### config.mk
export PLATFORM = sky130hd
export DESIGN_NAME = fifo_ctrl
export DESIGN_NICKNAME = d
export VERILOG_FILES = /design/src/rtl/fifo_ctrl.sv
export SDC_FILE = /design/constraint.sdc
export NUM_CORES = 1
export LEC_CHECK = 0
export BUFFER_PORTS_ARGS = -buffer_cell sky130_fd_sc_hd__buf_2
export CORE_UTILIZATION = 40
export CTS_CLUSTER_SIZE = 14
export DETAILED_ROUTE_END_ITERATION = 10
export HOLD_SLACK_MARGIN = 0.05
export PLACE_DENSITY = 0.68
export SLEW_MARGIN = 10
export SYNTH_ARGS = -nofsm -noshare
export SYNTH_HDL_FRONTEND = slang
export SYNTH_SLANG_ARGS = --single-unit
### constraint.sdc
create_clock -name clk -period 3.3 [get_ports clk]
set_clock_uncertainty 0.15 [all_clocks]
set_input_delay 0.165 -clock clk [delete_from_list [all_inputs] [get_ports clk]]
set_output_delay 0.165 -clock clk [all_outputs]
set_load 0.01 [all_outputs]
### src/rtl/fifo_ctrl.sv
// Pointer, occupancy and flag controller for a dual-pointer FIFO RAM.
// Define FIFO_STICKY_ERR_EN to make overflow_err/underflow_err hold until reset.
module fifo_ctrl #(
    parameter int DATA_SIZE = 3
) (
    input  logic                 clk,
    input  logic                 reset_L,
    input  logic                 push,
    input  logic                 pop,
    input  logic [DATA_SIZE-1:0] thr_af,
    input  logic [DATA_SIZE-1:0] thr_ae,
    output logic                 mem_write,
    output logic                 mem_read,
    output logic [DATA_SIZE-1:0] wr_ptr,
    output logic [DATA_SIZE-1:0] rd_ptr,
    output logic [DATA_SIZE-1:0] count,
    output logic                 full,
    output logic                 empty,
    output logic                 almost_full,
    output logic                 almost_empty,
    output logic                 data_valid,
    output logic                 overflow_err,
    output logic                 underflow_err
);

    // One slot stays unused: the RAM zeroes wr_ptr whenever write is low.
    localparam logic [DATA_SIZE-1:0] MAX_COUNT = {DATA_SIZE{1'b1}};

    logic pop_acc;
    logic push_acc;

    assign pop_acc  = pop & ~empty;
    assign push_acc = push & (~full | pop_acc);

    assign mem_write = push_acc;
    assign mem_read  = pop_acc;

    assign full         = (count == MAX_COUNT);
    assign empty        = (count == '0);
    assign almost_full  = (count >= thr_af);
    assign almost_empty = (count <= thr_ae);

    always_ff @(posedge clk or negedge reset_L) begin
        if (!reset_L) begin
            wr_ptr     <= '0;
            rd_ptr     <= '0;
            count      <= '0;
            data_valid <= 1'b0;
        end else begin
            if (push_acc)
                wr_ptr <= wr_ptr + 1'b1;
            if (pop_acc)
                rd_ptr <= rd_ptr + 1'b1;
            if (push_acc && !pop_acc)
                count <= count + 1'b1;
            else if (pop_acc && !push_acc)
                count <= count - 1'b1;
            data_valid <= pop_acc;
        end
    end

    always_ff @(posedge clk or negedge reset_L) begin
        if (!reset_L) begin
            overflow_err  <= 1'b0;
            underflow_err <= 1'b0;
        end else begin
`ifdef FIFO_STICKY_ERR_EN
            overflow_err  <= overflow_err  | (push & ~push_acc);
            underflow_err <= underflow_err | (pop & empty);
`else
            overflow_err  <= push & ~push_acc;
            underflow_err <= pop & empty;
`endif
        end
    end

endmodule

==> implementation parameters <==
Parameter                              Value

Status
  Result of the run ... complete, no violations

Synthesis
  Post-synthesis cell type count ... 24
  Netlist area before placement ... 679 sq um
  Post-synthesis cell count ... 57
  Sequential element share of the synthesized area ... 44.2%
  Synth Warn # ... 0
  Net count after synthesis ... between 70 and 80
  Number of synthesized register bits ... 12
  Per-instance average area after synthesis ... 11.9 sq um

GRT
  Antenna violations before repair ... 0
  Vias in the first global route ... between 400 and 500
  Largest net degree at the start of global routing ... 13
  Total congestion overflow ... 0
  Global-route usage over all layers ... 15.3%
  First-pass GRT wire length ... between 2000 and 2500 microns

Clock tree
  Number of CTS-inserted buffers ... 3
  CTS Root Buffer Type ... clkbuf_4
  Clock network latency to the later pin of the worst-skew pair ... roughly 0.27 ns
  Clk sink count ... 12
  TritonCTS clock tree ... built
  Maximum clock path buffer count ... 2
  CTS H-tree lvls ... 1
  Post-CTS clock slew at the launch and capture registers of the worst setup and hold paths ... approximately 0.080 ns
  Number of cells upsized or downsized after cts ... 0

Detailed routing
  Wire length per cell ... 11.1 microns
  Antenna Nets Post-Route ... 0
  First-pass DRT Iterations ... 3
  Drt via density ... approximately 4.7
  DRC marker count from the first detailed-route iteration ... 4
  Final wirelength ... approximately 1200 microns
  Post-route DRC ... 0
  Routed via count ... between 500 and 600

Timing
  Period Utilization, post-route ... roughly two thirds
  Shortest period the worst path allows ... roughly 2.2 ns
  Final count of pins violating max slew ... 0
  Transition time at the pin with the least slew margin ... about 0.26 ns
  Setup repair after global routing missed its margin ... false
  Worst-case headroom to the max-slew limit ... between 80% and 90%
  Number of failing setup endpoints in the final timing report ... 0
  Final hold vios ... 0
  Total negative slack ... 0 ns
  Fmax ... 449 MHz

Floorplan
  Die footprint ... between 1500 and 2000 sq um
  Total core area ... 1540 sq um
  Site row count ... 14
  Boundary pin count ... 28
  Initial Utilization ... around 44%
  Die span in y ... 43.2 microns
  Width of the die ... 43.2 microns

Setup path
  R2R depth ... 7
  Crit start category ... flip-flop
  Cell-by-cell trace of the critical path ... nand3_1 > o21ai_2 > inv_1 > ha_1 > inv_1 > fa_1 > mux2_2
  Worst EP arrival ... approximately 2.2 ns
  Worst r2r dst ... count[1]$_DFFE_PN0P_
  Dominant cell type by count on the critical path ... inv_1
  Max FO, Critical Path ... 6
  CP max stage delay ... 0.49 ns
  Worst setup path startpoint ... count[0]$_DFFE_PN0P_
  Endpoint type of the worst setup path ... flip-flop
  WS Path Type ... flip-flop to flip-flop
  Reg-to-Reg Start ... count[0]$_DFFE_PN0P_
  Critical Path RT ... 3.31 ns
  Master of the slowest instance on the critical path ... dfrtp_1
  Worst reg-to-reg setup slack ... 1.07 ns
  Capture point of the worst path ... count[1]$_DFFE_PN0P_

Power
  Total Power Consumption ... ~0.82 mW
  LEAKAGE ... 0.504 nW
  Power density relative to cell area ... between 800 and 900 nW/um^2
  Maximum ir drop on the vdd rail ... slightly below 0.0004 V

Worst hold path
  Class of the tightest hold or removal check ... input pin to asynchronous set/reset pin

Run
  Number of max-capacitance violations reported ... 0

Layout
  Final Instance Area ... around 910 sq um
  Fraction of final layout cells sized beyond drive strength 1 ... between 40% and 50%
  Number of nets in the final layout ... between 100 and 150
  Antenna diode instance count ... 0
  Syn-to-layout area delta ... 34.1%

Placed design
  Final weighted congestion of routability-driven global placement ... between 0.7 and 0.8
  Placed Instance Area ... 835 sq um
  Input/output buffers ... 27
  HPWL after DPL ... a little over 900 microns
## flip-flops by register name, summed over array words and instances, names as in the netlist
| signal | flops |
|---|---|
| count | 3 |
| rd_ptr | 3 |
| wr_ptr | 3 |
| data_valid | 1 |
| overflow_err | 1 |
| underflow_err | 1 |
## through the flow
stage	utilization, %	hold slack (ns)	cells	setup slack [ns]
2_1_floorplan	-	-0.281	57	1.12
3_3_place_gp	54.1	-0.0978	100	1.11
3_5_place_dp	54.1	-0.0910	100	1.08
4_1_cts	58.4	0.0516	107	1.04
5_1_grt	59.1	0.148	108	0.933
6_report	59.1	0.134	108	1.07
## power breakdown
| group | switching, mW | internal, mW | total (mW) |
|---|---|---|---|
| sequential | 0.0713 | 0.214 | 0.285 |
| clock | 0.0510 | 0.0671 | 0.118 |
| combinational | 0.196 | 0.219 | 0.415 |
| total | 0.318 | 0.500 | 0.819 |
## area by class of cell
type	count	area [sq um]
clock buffer	4	36.3
fill	147	631
inverter	9	36.3
multi-input combinational	36	343
sequential	12	300
tap	16	20.0
timing repair buffer	31	175
## critical path: cells and delay by family, from the launching register on
family / cells / cell delay, ns
buf+inv: 2 / 0.15
flops: 1 / 0.49
fa+ha+maj: 2 / 0.63
compound gates: 1 / 0.23
simple gates: 1 / 0.21
mux: 1 / 0.27
## synth_stat cells
| cell | n | share of area, % |
|---|---|---|
| dfrtp_1 | 12 | 44 |
| ha_1 | 9 | 17 |
| inv_1 | 8 | 4.4 |
| xnor2_1 | 4 | 5.2 |
| xor2_1 | 3 | 3.9 |
| a21o_1 | 2 | 2.2 |
| nand3_1 | 2 | 1.5 |
| and2_1 | 1 | 0.92 |
| fa_1 | 1 | 2.9 |
| inv_4 | 1 | 0.92 |
| mux2_1 | 1 | 1.7 |
| mux2_2 | 1 | 1.7 |
| mux2_4 | 1 | 2.2 |
| nand2_1 | 1 | 0.55 |
| nand2b_1 | 1 | 0.92 |
| nand2b_4 | 1 | 2.0 |
| nor2_1 | 1 | 0.55 |
| nor2b_1 | 1 | 0.92 |
| nor3_2 | 1 | 1.5 |
| nor3b_1 | 1 | 1.1 |
| o211ai_1 | 1 | 1.1 |
| o21a_1 | 1 | 1.1 |
| o21ai_0 | 1 | 0.74 |
| o21ai_2 | 1 | 1.3 |
## cell families after synthesis
group	count (synthesis)	synth area share, %
multiplexers	3	5.52
AND/OR/NAND/NOR	10	9.95
flip-flops	12	44.2
AO/OA/AOI/OAI	6	6.45
buffers and inverters	9	5.34
adder cells (fa/ha/maj)	10	19.5
XOR/XNOR	7	9.02
## layer usage
metal	GRT usage [%]	share of wire [%]
met2	23.6	51
met3	5.11	5.0
met4	9.09	0
met5	0	0
met1	18.3	44
## worst min path at each step
stage | to | slack [ns] | cells after the start
after global routing | wr_ptr[0]$_DFFE_PN0P_ | 0.15 | 2
after global placement | wr_ptr[2]$_DFFE_PN0P_ | -0.1 | 1
after detailed placement | wr_ptr[2]$_DFFE_PN0P_ | -0.09 | 1
after floorplan | count[0]$_DFFE_PN0P_ | -0.28 | 0
final | wr_ptr[0]$_DFFE_PN0P_ | 0.13 | 2
after CTS | wr_ptr[0]$_DFFE_PN0P_ | 0.05 | 3
## cell usage in the layout (no fill, tap or decap)
cell	count
o211ai_1	1
a21o_1	2
o21ai_2	1
inv_4	1
xor2_1	3
nor3_2	1
nand2_1	1
nor2_1	1
xnor2_1	4
inv_1	8
nand3_1	2
ha_1	9
mux2_1	1
nand2b_4	1
clkbuf_4	3
nand2b_1	1
buf_2	27
mux2_4	1
mux2_2	1
fa_1	1
dlygate4sd3_1	4
nor2b_1	1
and2_1	1
nor3b_1	1
o21ai_0	1
dfrtp_1	12
clkbuf_8	1
o21a_1	1
## repair_timing
action	4_1_cts	5_1_grt
buffers inserted	0	0
hold buffers	3	1
endpoints found under the hold margin	13	1
(Power assumes the default switching activity.)
